$ cat src/rtl/microcode_sequencer.sv
// Micro-program counter sequencer for the microcode ROM.
// Resolves branch fields, return stack, dispatch, bus-wait, halt and exception redirect.
module microcode_sequencer #(
    parameter logic [8:0] RESET_VECTOR     = 9'h000,
    parameter logic [8:0] EXCEPTION_VECTOR = 9'h1F0,
    parameter logic [8:0] ERROR_VECTOR     = 9'h1FF,
    parameter int         STACK_DEPTH      = 4
) (
    input  logic       clock,
    input  logic       reset_n,
    output logic [8:0] micro_pc,
    output logic [8:0] upc,
    input  logic [3:0] branch_type,
    input  logic [8:0] branch_target,
    input  logic [2:0] cond_sel,
    input  logic [7:0] cond_flags,
    input  logic [8:0] decoder_entry,
    input  logic       decoder_valid,
    input  logic       bus_busy,
    input  logic       exception_req,
    output logic       dispatch_ack,
    output logic [2:0] stack_level,
    output logic       halted,
    output logic       stack_error
);

    localparam int SPW  = $clog2(STACK_DEPTH + 1);
    localparam int IDXW = $clog2(STACK_DEPTH);

    localparam logic [3:0] BT_NEXT     = 4'd0;
    localparam logic [3:0] BT_JUMP     = 4'd1;
    localparam logic [3:0] BT_JUMP_IF  = 4'd2;
    localparam logic [3:0] BT_JUMP_IFN = 4'd3;
    localparam logic [3:0] BT_CALL     = 4'd4;
    localparam logic [3:0] BT_RETURN   = 4'd5;
    localparam logic [3:0] BT_DISPATCH = 4'd6;
    localparam logic [3:0] BT_WAIT_BUS = 4'd7;
    localparam logic [3:0] BT_HALT     = 4'd8;

    logic [8:0]     upc_q;
    logic [8:0]     npc;
    logic [8:0]     upc_inc;
    logic [SPW-1:0] sp_q, sp_d;
    logic           halted_q, halted_d;
    logic           err_q, err_d;
    logic           ack;
    logic           push;
    logic           cond;
    logic           stack_full;
    logic           stack_empty;
    logic [IDXW-1:0] push_idx;
    logic [IDXW-1:0] top_idx;
    logic [8:0]     stack_q [STACK_DEPTH];

    assign upc_inc     = upc_q + 9'd1;
    assign cond        = cond_flags[cond_sel];
    assign stack_full  = (sp_q == SPW'(STACK_DEPTH));
    assign stack_empty = (sp_q == '0);
    assign push_idx    = IDXW'(sp_q);
    assign top_idx     = IDXW'(sp_q - 1'b1);

    always_comb begin
        npc      = upc_inc;
        sp_d     = sp_q;
        halted_d = halted_q;
        err_d    = err_q;
        ack      = 1'b0;
        push     = 1'b0;
        if (halted_q) begin
            npc = upc_q;
        end else if (exception_req) begin
            npc  = EXCEPTION_VECTOR;
            sp_d = '0;
        end else begin
            case (branch_type)
                BT_NEXT:     npc = upc_inc;
                BT_JUMP:     npc = branch_target;
                BT_JUMP_IF:  npc = cond ? branch_target : upc_inc;
                BT_JUMP_IFN: npc = cond ? upc_inc : branch_target;
                BT_CALL: begin
                    if (stack_full) begin
                        npc   = ERROR_VECTOR;
                        err_d = 1'b1;
                    end else begin
                        npc  = branch_target;
                        push = 1'b1;
                        sp_d = sp_q + 1'b1;
                    end
                end
                BT_RETURN: begin
                    if (stack_empty) begin
                        npc   = ERROR_VECTOR;
                        err_d = 1'b1;
                    end else begin
                        npc  = stack_q[top_idx];
                        sp_d = sp_q - 1'b1;
                    end
                end
                BT_DISPATCH: begin
                    npc = decoder_valid ? decoder_entry : upc_q;
                    ack = decoder_valid;
                end
                BT_WAIT_BUS: npc = bus_busy ? upc_q : upc_inc;
                BT_HALT: begin
                    npc      = upc_q;
                    halted_d = 1'b1;
                end
                default: begin
                    npc   = ERROR_VECTOR;
                    err_d = 1'b1;
                end
            endcase
        end
    end

    // Reset forces the ROM address combinationally so the first word is RESET_VECTOR.
    assign micro_pc     = reset_n ? npc : RESET_VECTOR;
    assign dispatch_ack = reset_n & ack;
    assign upc          = upc_q;
    assign halted       = halted_q;
    assign stack_error  = err_q;
    assign stack_level  = (sp_q > SPW'(7)) ? 3'd7 : 3'(sp_q);

    always_ff @(posedge clock or negedge reset_n) begin
        if (!reset_n) begin
            upc_q    <= RESET_VECTOR;
            sp_q     <= '0;
            halted_q <= 1'b0;
            err_q    <= 1'b0;
            for (int i = 0; i < STACK_DEPTH; i++) begin
                stack_q[i] <= '0;
            end
        end else begin
            upc_q    <= npc;
            sp_q     <= sp_d;
            halted_q <= halted_d;
            err_q    <= err_d;
            if (push) begin
                stack_q[push_idx] <= upc_inc;
            end
        end
    end

endmodule

$ cat config.mk
export PLATFORM = sky130hd
export DESIGN_NAME = microcode_sequencer
export DESIGN_NICKNAME = d
export VERILOG_FILES = /design/src/rtl/microcode_sequencer.sv
export SDC_FILE = /design/constraint.sdc
export NUM_CORES = 1
export LEC_CHECK = 0
export CORE_ASPECT_RATIO = 1.2
export CORE_MARGIN = 1
export CORE_UTILIZATION = 25
export DETAILED_ROUTE_END_ITERATION = 6
export PLACE_DENSITY = 0.53
export SLEW_MARGIN = 10
export SYNTH_ARGS = -nofsm -noshare
export SYNTH_HDL_FRONTEND = slang
export SYNTH_SLANG_ARGS = --single-unit
$ cat constraint.sdc
create_clock -name clock -period 3.9 [get_ports clock]
set_input_delay 0.78 -clock clock [delete_from_list [all_inputs] [get_ports clock]]
set_output_delay 0.78 -clock clock [all_outputs]
set_load 0.005 [all_outputs]
# Word level (Yosys, flattened, before mapping)
# Index checks and enable logic that the tools add are counted.
[classes]
mux = 36
bitwise = 6
multipliers = 0
n_shift = 0
n_addsub = 3
n_eq_ne = 13
reduce_logical = 7
div = 0
order_cmp = 5
[ops]
columns = ["op", "n"]
rows = [
  ["9-bit two-way mux", 12],
  ["9-bit case mux with 9 select lines", 1],
  ["36-bit bitwise mux", 1],
  ["9-bit binary-select mux with 2-bit select", 1],
  ["9-bit demux with 2-bit select", 1],
  ["4-bit by 3-bit equality test with 1-bit output (second input constant)", 4],
  ["1-bit two-way mux", 13],
  ["3-bit two-way mux", 4],
  ["9-bit by 1-bit adder with 9-bit output (second input constant)", 1],
  ["4-bit by 2-bit equality test with 1-bit output (second input constant)", 2],
  ["7-bit OR reduction", 1],
  ["3-bit >= comparator (second input constant)", 2],
  ["3-bit != test (second input constant)", 2],
  ["2-bit inverter with 3-bit output", 2],
  ["3-bit case mux with 2 select lines", 1],
  ["5-bit AND reduction", 1],
  ["4-bit by 1-bit equality test with 1-bit output (second input constant)", 1],
  ["4-bit equality test (second input constant)", 1],
  ["4-bit logical NOT", 1],
  ["3-bit by 4-bit < comparator with 1-bit output (second input constant)", 1],
  ["2-bit != test (second input constant)", 2],
  ["4-bit AND reduction", 1],
  ["3-bit by 1-bit adder with 3-bit output (second input constant)", 1],
  ["1-bit binary-select mux with 3-bit select", 1],
  ["other kinds (10)", 12],
]
[word_totals]
latchBits = 0
inputBits = 38
rom_bits = 0
out_inout_bits = 24
mem_count = 0
ff_bits = 50
wordCells = 78
ram_bits = 0

# Logic depth before layout (Yosys ltp)
[depth]
depth_word = 10
depth_mapped = 10

# Worst setup path after synthesis
# OpenSTA, ideal clock, no wires.
[synth_timing]
path_type = "reg2out"
startpoint = "reg sp_q[0]"
endpoint = "out micro_pc[0]"
stages_incl_launch_ff = 11
arrival_ps = 2596
setup_slack_ps = 524
n_path_buf = 2
t_required_ps = 3120
path_cell_list = "dfrtp_1 -> clkbuf_1 -> inv_1 -> ha_1 -> buf_2 -> mux2i_1 -> nand3_1 -> a311oi_1 -> nand3_1 -> o211ai_1 -> a31oi_1"
[synth_via]
elab_chain_cells = 10
elab_cells_between_ends = 13
classes_between = "add/sub: 1; eq/ne: 1; mux: 9; bitwise: 1; reduce/logical: 1"
[synth_lines]
columns = ["element", "line", "rtl"]
rows = [
  ["from (decl)", "43", "logic [SPW-1:0] sp_q, sp_d;"],
  ["from (signal assigned)", "135", "sp_q <= sp_d;"],
  ["3-bit by 1-bit subtractor with 3-bit output", "--", ""],
  ["2-bit inverter with 3-bit output (not written as such)", "95", "npc = stack_q[top_idx];"],
  ["9-bit binary-select mux with 2-bit select", "95", ""],
  ["9-bit two-way mux (not written as such) (2 in series)", "95", ""],
  ["9-bit two-way mux", "91", "if (stack_empty) begin"],
  ["9-bit case mux with 9 select lines (*)", "75", "case (branch_type)"],
  ["9-bit two-way mux (*)", "71", "end else if (exception_req) begin"],
  ["9-bit two-way mux (*)", "69", "if (halted_q) begin"],
  ["9-bit two-way mux (*)", "117", "assign micro_pc = reset_n ? npc : RESET_VECTOR;"],
  ["to (decl)", "11", "output logic [8:0] micro_pc,"],
]
# Every way passes the cells marked *; elsewhere a longest branch is shown, timed or not. The select of a mux whose other input is x is not followed.

# Worst setup path in the final report
[layout_timing]
startpoint = "in cond_flags[7]"
endpoint = "out micro_pc[4]"
[layout_via]
elab_chain_cells = 7
elab_cells_between_ends = 8
classes_between = "mux: 8"
[layout_lines]
columns = ["element", "line", "rtl"]
rows = [
  ["from (decl)", "16", "input logic [7:0] cond_flags,"],
  ["1-bit binary-select mux with 3-bit select (*)", "56", "assign cond = cond_flags[cond_sel];"],
  ["1-bit two-way mux (not written as such) (*)", "56", ""],
  ["9-bit two-way mux (on tied branches)", "79, 78", ""],
  ["9-bit case mux with 9 select lines (*)", "75", ""],
  ["9-bit two-way mux (*)", "71", ""],
  ["9-bit two-way mux (*)", "69", ""],
  ["9-bit two-way mux (*)", "117", ""],
]
# Marks and branches as above.

==> summary.txt <==
Run status
  – Status: finished clean

Power
  – Int Pwr: 1.28 mW
  – P per Cell Area: 380 nW/um^2
  – Pleak: 2.19 nW
  – Switch share: 0.356
  – Sequential power share: 0.376
  – Clock power share: 0.233
  – Worst vdd ir: 0.218 mV
  – Comb power frac: 0.392
  – P_sw: 0.707 mW

CTS
  – Hold_buf cts: 0
  – H-tree levels: 2
  – CTS Sinks: 50
  – Num CTS Buffers: 5
  – Maximum root-to-sink buffer count: 2
  – Worst-path clk slew: 0.07 ns
  – Clock Latency Late Sink: 0.30 ns
  – Root buffer cell: clkbuf_16
  – TritonCTS clock tree: done

Global routing
  – Initial antenna violation count: 0
  – GRT Util Overall: 0.179
  – M1 GR Usage: 0.204
  – GRT met3 Usage: 0.0274
  – Largest net degree at the start of global routing: 35
  – First-pass GRT wire length: 20900 um
  – Gr ovfl total: 0
  – Grt met2 use: 0.332
  – Vias in the first global route: 3915
  – Most used routing layer: met2

Cells and area
  – Layout area overhead: 42.4%
  – FF/Latch Area: 1250 um^2
  – Nets: 575
  – Final instance area: 5220 um^2
  – Filler cell count: 1492
  – Area of the multi-input gates: 2370 um^2
  – Finished Layout Cells: 706
  – Antenna cells: 0
  – Proportion of layout cells with a drive suffix above 1: 0.275

Yosys
  – Most used DFF post-synth: dfrtp_1
  – Distinct cells, synth: 75
  – Yosys top cell by area: dfrtp_1
  – Mapped Area: 3670 um^2
  – Synth top cells by count: 56 x nand2_1, 50 x dfrtp_1, 49 x o21ai_0, 21 x nor2_1, 18 x clkbuf_1
  – Synthesized area per cell: 8.77 um^2
  – Count leader, synth: nand2_1
  – Yosys warning total: 0
  – Cell count after synthesis: 418
  – Sequential fraction of the synthesis area: 0.341
  – Async SR Flop Fraction: 1.00
  – Top cells by area, synth: dfrtp_1 34%, o21ai_0 6.7%, nand2_1 5.7%, mux4_2 3.7%, mux2i_1 3.5%
  – Synthesized net count: 463
  – Seq cells post-synth: 50
  – Top-area cell type share of the netlist area: 0.341
  – EDFF count, synth: 0

Worst setup path
  – Reg2reg start: sp_q[1]
  – Critical Path AT: 3.07 ns
  – Worst setup EP type: output port
  – Reg-to-reg endpoint: upc[0]
  – Crit path to: micro_pc[4]
  – Startpoint Class: primary input
  – Setup Crit Path Kind: primary input to output port
  – Crit. Startpoint: cond_flags[7]
  – Worst-path maximum fanout: 4
  – R2R Setup Slk: 1.50 ns
  – Req. time, crit path: 3.12 ns
  – Cells on worst reg2reg path: 10

Timing
  – Max Freq: 259 MHz
  – Final Setup Violations: 0
  – Fin. max-slew vios: 0
  – Tcrit/Tclk final: 0.988
  – Min cycle time layout: 3.85 ns
  – Setup Skew: 0.00914 ns
  – Final Hold Vio Count: 0
  – Worst-Margin Slew: 0.701 ns
  – Hold_ws: 0.307 ns
  – RSZ-0062 raised after global routing: yes
  – Slew headroom: 0.528
  – Final worst slack: 0.0463 ns

Floorplan
  – Die X: 113 um
  – Core Rows: 48
  – CORE AREA: 14400 um^2
  – Die ar.: 15200 um^2
  – Starting Density: 0.255
  – Top Ports: 62
  – Die H: 135 um

Route
  – Drt via density: 5.23
  – WL final: 13100 um
  – # DRC: 0
  – WL/cell: 18.6 um
  – Routed via count: 3691
  – Post-route antenna net violation count: 0
  – Initial drt markers: 236
  – DRT Pass-1 Iters: 4

Placement
  – Dpl cells: 697
  – IO buf count: 61
  – Placement Setup Slack: -0.381 ns
  – Placed standard-cell area: 4920 um^2
  – DPL Wire Length: 10400 um
  – Routability cong.: 0.894

Min path
  – Hold Crit Class: primary input to async pin

Flow run
  – Maximum Capacitance Violations: 0
power by group through the flow:
stage	Combinational, mW	Clock, mW	Sequential, mW
after global placement	0.739	0	0.749
after detailed placement	0.754	0	0.755
final	0.777	0.462	0.745
after CTS	0.781	0.477	0.745
after floorplan	0.455	0	0.719
after global routing	0.853	0.496	0.763
final cells by class:
type                       instances  area share
sequential                        50       0.240
timing repair buffer             137       0.226
clock buffer                       5      0.0240
tap                              175      0.0419
inverter                          12     0.00863
multi-input combinational        324       0.455
clock inverter                     3     0.00527
worst min-delay path by stage:
stage	end	slack [ns]	cells after the start
after floorplan	stack_q[21]	0.44	2
after global placement	stack_q[12]	0.46	2
after detailed placement	stack_q[22]	0.47	2
after CTS	upc[0]	0.30	1
after global routing	upc[0]	0.31	1
final	upc[0]	0.31	1
repair_timing:
item / CTS / global route
setup buffers: 1 / 0
pin swaps: 9 / 6
resized for setup: 39 / 13
setup endpoints to repair: 9 / 5
gates cloned: 0 / 0
critical path, cell delays in order:
cell             delay (ns)
clkdlybuf4s50_1        0.41
mux2_4                 0.28
o22ai_2                0.23
nor3_2                 0.09
or2_4                  0.27
o21a_1                 0.24
a211oi_2               0.23
clkdlybuf4s50_1        0.53
layer usage:
metal  wire length [um]  part of all wire
met1               5360              0.41
met2               6920              0.53
met4                326             0.025
met3                493             0.038
met5                  0                 0
flip-flops by register name (all words and copies together), names as in the netlist:
| name | count |
|---|---|
| sp_q | 3 |
| stack_q | 36 |
| stack_error | 1 |
| upc | 9 |
| halted | 1 |
metrics by stage:
step | TNS [ns] | power (mW) | util
finish | 0 | 1.98 | 0.364
global placement | -2.67 | 1.49 | 0.343
detailed placement | -3.00 | 1.51 | 0.343
global route | -0.0719 | 2.11 | 0.364
CTS | 0 | 2.00 | 0.362
floorplan | 0 | 1.17 | -
kinds of logic (layout without fill, tap and decap cells):
| kind of cell | after synthesis | after routing | synth area share |
|---|---|---|---|
| AO/OA/AOI/OAI | 127 | 127 | 0.238 |
| flip-flops | 50 | 50 | 0.341 |
| multiplexers | 30 | 30 | 0.108 |
| XOR/XNOR | 13 | 13 | 0.0311 |
| buffers and inverters | 44 | 157 | 0.0495 |
| adder cells (fa/ha/maj) | 7 | 7 | 0.0239 |
| AND/OR/NAND/NOR | 147 | 147 | 0.208 |
layout by cell type, fill, tap and decap left out, types with 3 or more instances in the layout:
cell,instances
buf_4,74
o211ai_1,3
o22ai_1,3
xnor2_1,10
ha_1,6
dfrtp_1,50
mux4_2,6
a211oi_2,3
o21ai_0,46
a31oi_1,6
mux2i_1,13
dlymetal6s2s_1,5
and2_1,4
nand2_1,55
nand3_1,17
o31ai_1,5
o21ai_2,3
nand2b_1,6
clkbuf_16,5
nor2b_1,3
clkdlybuf4s50_1,45
inv_1,11
dlygate4sd2_1,9
a2111oi_2,3
nor2_1,20
a21oi_1,10
o21ai_1,5
nor3_1,7
xor2_1,3
mux2_2,9
nor3_2,3
o22ai_2,3
nand4_1,5
(Power assumes the default switching activity.)
